<file path="src/rtl/de3_display_arbiter.sv">
// de3_display_arbiter
// Round-robin owner of the shared 32-bit hex display path. A requester holds
// `req` high until it sees its one-cycle `ack`. At that point its data lane
// has been latched into `char`. The grant then holds the display for
// DWELL_CYCLES cycles before the block arbitrates again.
module de3_display_arbiter #(
  parameter int          NUM_REQ      = 4,
  parameter int          OWN_W        = 2,
  parameter int unsigned DWELL_CYCLES = 32'd1073741824
) (
  input  logic                  clk,
  input  logic                  rst_n,
  input  logic [NUM_REQ-1:0]    req,
  input  logic [32*NUM_REQ-1:0] data,
  output logic [NUM_REQ-1:0]    ack,
  output logic [31:0]           char,
  output logic                  char_valid,
  output logic [OWN_W-1:0]      owner,
  output logic                  busy
);

  localparam logic [0:0] IDLE = 1'b0;
  localparam logic [0:0] HOLD = 1'b1;

  logic [0:0]       state;
  logic [31:0]      dwell;
  logic [OWN_W-1:0] last;

  logic             win_found;
  logic [OWN_W-1:0] win_idx;
  logic             grant;

  // Search from last+1 upwards (modulo NUM_REQ); the first active request wins.
  always_comb begin
    logic [OWN_W-1:0] cand;
    // NOTE: every variable written here gets a default first, so no path
    // leaves it unassigned and no latch is inferred.
    cand      = '0;
    win_found = 1'b0;
    win_idx   = '0;
    for (int k = 1; k <= NUM_REQ; k++) begin
      cand = OWN_W'((int'(last) + k) % NUM_REQ);
      if (!win_found && req[cand]) begin
        win_found = 1'b1;
        win_idx   = cand;
      end
    end
  end

  // Requests are only looked at when idle or on the last cycle of a dwell.
  assign grant = win_found && ((state == IDLE) || (dwell == 32'd0));
  assign busy  = (state == HOLD);

  // Grant, dwell countdown and return to idle.
  always_ff @(posedge clk) begin
    // NOTE: sequential state uses non-blocking assignments. All registers
    // then update together from pre-edge values, with no ordering races.
    if (!rst_n) begin
      state      <= IDLE;
      dwell      <= 32'd0;
      last       <= OWN_W'(NUM_REQ - 1);
      ack        <= '0;
      char       <= 32'd0;
      char_valid <= 1'b0;
      owner      <= '0;
    end else begin
      ack <= '0;
      if (grant) begin
        char       <= data[32*win_idx +: 32];
        owner      <= win_idx;
        last       <= win_idx;
        ack        <= NUM_REQ'(1) << win_idx;
        char_valid <= 1'b1;
        dwell      <= 32'(DWELL_CYCLES - 1);
        state      <= HOLD;
      end else if (state == HOLD) begin
        if (dwell == 32'd0) begin
          state      <= IDLE;
          char_valid <= 1'b0;
        end else begin
          dwell <= dwell - 32'd1;
        end
      end
    end
  end

endmodule

</file>
<file path="config.mk">
export PLATFORM = sky130hd
export DESIGN_NAME = de3_display_arbiter
export DESIGN_NICKNAME = d
export VERILOG_FILES = /design/src/rtl/de3_display_arbiter.sv
export SDC_FILE = /design/constraint.sdc
export NUM_CORES = 1
export LEC_CHECK = 0
export BUFFER_PORTS_ARGS = -buffer_cell sky130_fd_sc_hd__buf_2
export CORE_ASPECT_RATIO = 0.5
export CORE_UTILIZATION = 49
export DETAILED_ROUTE_END_ITERATION = 7
export PLACE_DENSITY = 0.8
export SLEW_MARGIN = 10
export SYNTH_ARGS = -nofsm -noshare
export SYNTH_HDL_FRONTEND = slang
export SYNTH_SLANG_ARGS = --single-unit
</file>
<file path="constraint.sdc">
create_clock -name clk -period 3.15 [get_ports clk]
set_clock_uncertainty 0.05 [all_clocks]
set_input_delay 0.4725 -clock clk [delete_from_list [all_inputs] [get_ports clk]]
set_output_delay 0.4725 -clock clk [all_outputs]
set_load 0.01 [all_outputs]
</file>
==> run metrics, run 1 <==
final worst setup slack=0.394 ns; Die Width=136 um; r2r setup slk=0.39 ns; DR pass1 iterations=5; area delta synth->final=29.6%; CTS tree=built; Critical Path RT=3.32 ns; DR iter-0 viols=291; Worst Reg2Reg Path Length in Cells=6; pre-CTS setup slack=0.410 ns; Critical Path AT=2.92 ns; Worst Setup End Kind=flop; Post-DP HPWL=8560 um; Yosys cell types=52; placed insts=755; Clock transition at path regs=0.05 ns; Fill cells=719; Final Hold Fails=0; period utilization=87.5%; Clock Tree Buf Depth=2; starting density of the core=50.6%; gpl congestion=0.837; Post-CTS Resized=0; FF+latch count, synth=74; VDD IR max=0.000263 V; vias in the first global route=4222; Worst setup SP type=flop; fin cells=771; number of buffers created by CTS=9; Critical Path Source=dwell[10]; first-pass GRT wire length=19700 um; RSZ-0062 raised after global routing=no; commonest non-fill, non-tap cell in the layout=buf_2; wire per inst=15.6 um; ANT cells=0; drt via density=5.81; top cells by area, synth=dfxtp_1, mux2i_1, mux2_2; Seq. cell area=0.00148 mm2; Primary FF master, synth=dfxtp_1; Mapped Cells=494; Seq/Total Area, Yosys=33.5%; max_slew headroom=29.0%; fin area=0.00574 mm2; DR vias=4476; R2R Path Start=dwell[10]; top cell type's share of synthesized area=33.5%; share of layout cells above drive strength 1=38.5%; Port Buffers=173; H-tree level count=3; FF-to-FF End=dwell[8]; # rows=24; antenna-violating nets left=0; synth warn=0; hold buffers post-CTS=0; CP max FO=16; final net count=785; largest net degree at the start of global routing=69; clk_lat worst skew=0.33 ns; post-synthesis cell area=0.00443 mm2; Setup Fix Bufs, Post-CTS=0; PwrDens=514 mW/mm2; Leak Pwr=2.53 nW; final setup fails=0; actual transition at the worst max-transition pin=1.05 ns; DRC=0; drt total wl=12100 um; Pins Over Slew Limit=0; Root Buffer=clkbuf_16; Post-synth EDFFs=0; overall routing resource usage=25.6%; commonest cells after routing, fill and taps aside=buf_2, dfxtp_1, mux2i_1; post-synth top area cell=dfxtp_1; Worst Setup EP=dwell[8]; setup TNS=0 ns; area post-placement=0.00540 mm2; I/O pins=174; Max Cap Viol=0; Overflow after GRT=0; status=finished clean; initial antenna violation count=0; Power Total=0.00295 W; clk sinks=74; hold crit path type=flop to flop; multi-input logic area=0.00276 mm2; Async SR Flop Fraction=0%; Syn Nets=630; die area=0.00944 mm2; minimum period implied by the final worst setup slack=2.76 ns; core area=0.00874 mm2; average cell area after synthesis=8.96 um2; die span in y=69.2 um; WS Path Type=flop to flop; Max Fclk=363 MHz
-- state kept, by name, summed over array words and instances (netlist names) --
register and flops:
dwell 32, char 32, ack 4, last 2
busy 1, owner 2, char_valid 1
-- power breakdown --
part / internal [W] / total, W / switching (W)
Sequential: 0.00103 / 0.00110 / 0.0000710
Combinational: 0.000356 / 0.000702 / 0.000346
Clock: 0.000769 / 0.00115 / 0.000379
Total: 0.00215 / 0.00295 / 0.000796
-- critical path, cell delays in order (launching register included) --
cell	delay, ns
dfxtp_1	0.37
or4_4	0.59
or4_4	0.51
o41ai_4	0.30
buf_4	0.28
nand2_1	0.24
o2111a_1	0.31
-- worst min path at each step --
stage / start / slack [ns] / end / cells after the start
after global placement: char[9] / 0.40 / char[9] / 2
final: dwell[6] / 0.41 / dwell[6] / 1
after CTS: rst_n / 0.41 / dwell[14] / 2
after global routing: rst_n / 0.40 / dwell[14] / 2
after floorplan: dwell[6] / 0.38 / dwell[6] / 1
after detailed placement: dwell[6] / 0.41 / dwell[6] / 1
-- cell type report --
type	count	share of cell area [%]
timing repair buffer	186	17.0
inverter	9	0.589
sequential	74	25.8
tap	117	2.55
clock buffer	10	3.99
multi-input combinational	369	48.2
clock inverter	6	1.83
-- metal layers --
layer,GRT usage (%),part of all wire [%]
met1,32.6,44
met2,44.4,49
met3,4.24,6.5
met4,7.16,0.58
met5,0,0
-- cell usage after synthesis, drive strengths merged (2+ instances only) --
cell type  instances
or3               14
a21o               4
a311oi             3
o21a               2
o221a              2
nor4               9
mux2              32
o41ai              7
or4                8
o21ai              8
a211oi             2
ha                 2
buf               13
a41o               2
o22ai             32
o31ai              8
mux2i             68
o31a               8
o41a               2
o211a              2
a21oi              7
nand2             42
dfxtp             74
nand3             16
nor3              27
and4               2
a31oi              5
nand2b             5
clkbuf            29
o2111a             6
nor3b              4
inv                9
and3               6
or2                6
nor2              19
-- through the flow --
step	hold WS, ns	utilization, %
floorplan	0.384	-
global placement	0.401	61.8
detailed placement	0.408	61.8
CTS	0.406	65.6
global route	0.403	65.6
finish	0.413	65.6
-- cells by family (layout without fill, tap and decap cells) --
group           count (synthesis)  count (layout)  synth area share [%]
mux                           100             100                  23.5
flops                          74              74                  33.5
compound gates                105             105                  18.1
fa+ha+maj                       2               2                 0.565
buf+inv                        51             211                  5.00
simple gates                  162             162                  19.3
Note: power is estimated with default switching activity, not from simulation.
==> inputs of run 2 (changes only) <==
Settings changed: CORE_ASPECT_RATIO 0.5 to 1.4.
==> run 2 against run 1 <==
  * Non-clock buffer count shrank 1
  * Core utilization grew 0.32 points
  * Wire length grew 12%
  * First-iteration DRC count shrank 6.2%
  * Worst hold slack improved by 0.0027 ns
  * Highest routed layer unchanged
==> run metrics, run 2 (synthesis results as in run 1) <==
status=finished clean; Final Hold Fails=0; period utilization=88.7%; Post-DP HPWL=9960 um; area post-placement=0.00539 mm2; final setup fails=0; CTS tree=built; # rows=40; largest net degree at the start of global routing=69; core area=0.00866 mm2; Leak Pwr=2.52 nW; Max Fclk=358 MHz; VDD IR max=0.000390 V; antenna-violating nets left=0; share of layout cells above drive strength 1=38.6%; Setup Fix Bufs, Post-CTS=0; drt total wl=13500 um; die area=0.00942 mm2; WS Path Type=flop to flop; overall routing resource usage=27.7%; H-tree level count=3; vias in the first global route=4026; Clock Tree Buf Depth=2; CP max FO=19; die span in y=114 um; I/O pins=174; final worst setup slack=0.356 ns; DR iter-0 viols=273; drt via density=5.98; PwrDens=509 mW/mm2; area delta synth->final=29.0%; hold buffers post-CTS=0; actual transition at the worst max-transition pin=1.11 ns; DR vias=4535; hold crit path type=flop to flop; commonest cells after routing, fill and taps aside=buf_2, dfxtp_1, mux2i_1; fin area=0.00571 mm2; Clock transition at path regs=0.06 ns; DRC=0; commonest non-fill, non-tap cell in the layout=buf_2; Max Cap Viol=0; Worst setup SP type=flop; Post-CTS Resized=0; ANT cells=0; wire per inst=17.8 um; clk sinks=74; Overflow after GRT=0; Port Buffers=173; DR pass1 iterations=5; initial antenna violation count=0; Critical Path RT=3.30 ns; pre-CTS setup slack=0.387 ns; Critical Path AT=2.94 ns; Root Buffer=clkbuf_16; first-pass GRT wire length=19500 um; RSZ-0062 raised after global routing=no; Pins Over Slew Limit=0; gpl congestion=0.928; max_slew headroom=25.0%; setup TNS=0 ns; minimum period implied by the final worst setup slack=2.79 ns; clk_lat worst skew=0.34 ns; biggest regs=char x32, dwell x32, ack x4; final net count=784; number of buffers created by CTS=9; starting density of the core=51.1%; Die Width=82.3 um; Worst Setup End Kind=flop; Fill cells=692
run 2: cell count changes in the layout (fill, tap and decap cells not counted):
cell / change
buf_4: -2
clkinvlp_4: +2
buf_12: +1
bufinv_16: -1
clkbuf_1: -1
clkinv_2: -1
clkinv_4: +1
run 2: final cells by class:
| type | instances | area [um2] | share of cell area, % |
|---|---|---|---|
| sequential | 74 | 1480 | 25.9 |
| clock buffer | 9 | 225 | 3.94 |
| clock inverter | 7 | 93.8 | 1.64 |
| timing repair buffer | 185 | 981 | 17.2 |
| tap | 105 | 131 | 2.30 |
| inverter | 9 | 33.8 | 0.592 |
| multi-input combinational | 369 | 2760 | 48.4 |
run 2: final timing paths:
kind	from	to	slack, ns	cells after the start
hold reg to reg	char[23]	char[23]	0.42	2
hold / removal	char[23]	char[23]	0.42	2
setup reg to reg	dwell[4]	dwell[0]	0.36	6
setup / recovery	dwell[4]	dwell[0]	0.36	6
run 2: stage by stage:
stage	instances	total power [W]	util [%]	hold WS (ns)
after global placement	742	0.00180	62.3	0.401
final	758	0.00291	66.0	0.416
after global routing	758	0.00304	66.0	0.435
after CTS	758	0.00291	66.0	0.415
after floorplan	494	0.00158	-	0.384
after detailed placement	742	0.00183	62.3	0.406
run 2: critical path, stage by stage, from the launching register on:
cell	delay, ns
dfxtp_1	0.35
or3_1	0.50
or4_4	0.62
o41a_1	0.50
buf_4	0.27
nor2_1	0.24
a211oi_1	0.12
run 2: where the power goes:
| part | total [W] | internal, W | switching, W |
|---|---|---|---|
| logic | 0.000713 | 0.000357 | 0.000356 |
| clock network | 0.00110 | 0.000691 | 0.000405 |
| registers | 0.00110 | 0.00103 | 0.0000723 |
run 2: per-layer routing:
| metal | global-route usage (%) | wire (um) |
|---|---|---|
| met1 | 33.5 | 5430 |
| met4 | 8.65 | 212 |
| met3 | 6.06 | 1210 |
| met2 | 47.7 | 6670 |
| met5 | 0 | 0 |
==> inputs of run 3 (changes only) <==
Settings changed: BUFFER_PORTS_ARGS -buffer_cell sky130_fd_sc_hd__buf_2 to not set, CORE_UTILIZATION 49 to 60, DONT_BUFFER_PORTS set to 1, PLACE_DENSITY 0.8 to 0.76.
==> run 3 against run 2 <==
  * Sequential cell count unchanged
  * Die area decreased by 18%
  * Clock power decreased by 38%
  * First-iteration DRC count decreased by 14%
  * Non-clock buffer count decreased by 173
  * Global-route usage increased by 4.4 points
  * Core utilization increased by 0.70 points
  * Total power decreased by 19%
==> run metrics, run 3 (synthesis results as in run 1) <==
Clock Tree Buf Depth=2; wire per inst=21.1 um; max_slew headroom=30.1%; Fill cells=589; Worst setup SP type=flop; core area=0.00703 mm2; area delta synth->final=5.82%; Comb pwr share=22.6%; Clock transition at path regs=0.07 ns; die area=0.00773 mm2; RSZ-0062 raised after global routing=no; DR pass1 iterations=4; actual transition at the worst max-transition pin=1.03 ns; Int Power=0.00164 W; die span in y=104 um; CP max FO=8; Critical Path AT=3.11 ns; slowest CP cell=or4b_2; DR iter-0 viols=234; setup TNS=0 ns; Port Buffers=0; Final Hold Fails=0; commonest non-fill, non-tap cell in the layout=dfxtp_1; DR vias=3930; Setup Fix Bufs, Post-CTS=0; Switch Pwr=0.000702 W; area post-placement=0.00450 mm2; antenna-violating nets left=0; Worst Setup End Kind=flop; share of layout cells above drive strength 1=16.0%; Max Cap Viol=0; sequential power share=48.3%; Overflow after GRT=0; VDD IR max=0.000251 V; largest net degree at the start of global routing=64; I/O pins=174; commonest cells after routing, fill and taps aside=dfxtp_1, mux2i_1, nand2_1; status=finished clean; CTS tree=built; first-pass GRT wire length=19100 um; overall routing resource usage=32.0%; pre-CTS setup slack=0.273 ns; vias in the first global route=3731; Max Fclk=343 MHz; Critical Path RT=3.34 ns; final net count=611; period utilization=92.6%; # rows=36; H-tree level count=3; Clock Power Share=29.1%; initial antenna violation count=1; drt total wl=12200 um; biggest regs=char x32, dwell x32, ack x4; hold buffers post-CTS=0; starting density of the core=63.0%; final setup fails=0; DRC=0; drt via density=6.83; Post-DP HPWL=8860 um; clk_lat worst skew=0.36 ns; Root Buffer=clkbuf_8; worst path cell trace=inv_1 -> ha_1 -> or4b_2 -> nor4_2 -> o311ai_1 -> o41a_1 -> o31a_1; Die Width=74.6 um; clk sinks=74; WS Path Type=flop to flop; Post-CTS Resized=0; hold crit path type=input pin to flop; ANT cells=0; final worst setup slack=0.232 ns; CP peak stage delay=0.61 ns; Leak Pwr=1.73 nW; number of buffers created by CTS=9; gpl congestion=0.918; switch share=29.9%; PwrDens=501 mW/mm2; minimum period implied by the final worst setup slack=2.92 ns; hold slack=0.180 ns; Pins Over Slew Limit=0; fin area=0.00468 mm2
-- run 3: changes by cell type in the layout (fill, tap and decap cells not counted) --
cell,delta
buf_2,-173
bufinv_16,-2
clkinvlp_4,-2
buf_12,-1
clkbuf_16,-9
buf_4,+1
clkinv_4,-1
clkbuf_1,+2
clkbuf_8,+12
-- run 3: cell type report --
type	instances	area [um2]	area share, %
clock buffers	14	173	3.69
clock inverters	2	10.0	0.214
inverters	9	33.8	0.721
multi-input cells	369	2760	59.0
flip-flops and latches	74	1480	31.6
well taps	95	119	2.54
repair buffers	12	103	2.19
-- run 3: per-stage QoR --
stage / total power [W] / std cells / util (%)
finish: 0.00234 / 575 / 66.6
detailed placement: 0.00168 / 559 / 64.0
floorplan: 0.00158 / 494 / -
global placement: 0.00165 / 559 / 64.0
CTS: 0.00235 / 575 / 66.6
global route: 0.00246 / 575 / 66.6
-- run 3: power groups by stage --
| stage | Sequential [W] | Clock [W] | Combinational, W |
|---|---|---|---|
| 2_1_floorplan | 0.00112 | 0 | 0.000453 |
| 3_3_place_gp | 0.00115 | 0 | 0.000506 |
| 3_5_place_dp | 0.00115 | 0 | 0.000526 |
| 4_1_cts | 0.00113 | 0.000696 | 0.000527 |
| 5_1_grt | 0.00114 | 0.000735 | 0.000578 |
| 6_report | 0.00113 | 0.000683 | 0.000529 |
-- run 3: final timing paths --
path                            slack (ns)        end  cells after the start  startpoint
worst min register to register        0.44  dwell[31]                      2   dwell[31]
worst min-delay path                  0.18    last[0]                      1       rst_n
worst max register to register        0.23  dwell[18]                      7    dwell[0]
worst max-delay path                  0.23  dwell[18]                      7    dwell[0]
-- run 3: critical path, delay by kind of cell, from the launching register on --
kind,cells,cell delay (ns)
AO/OA/AOI/OAI,3,1.09
adder cells (fa/ha/maj),1,0.23
buffers and inverters,1,0.12
flip-flops,1,0.32
AND/OR/NAND/NOR,2,0.98
-- run 3: metal layers --
layer	GRT usage [%]	wire length (um)	up-vias	share of wire [%]
li1	-	-	1846	-
met1	38.7	4740	1886	39
met2	49.7	5920	164	49
met3	11.9	1140	32	9.4
met4	14.3	345	2	2.8
met5	0	13	-	0.11
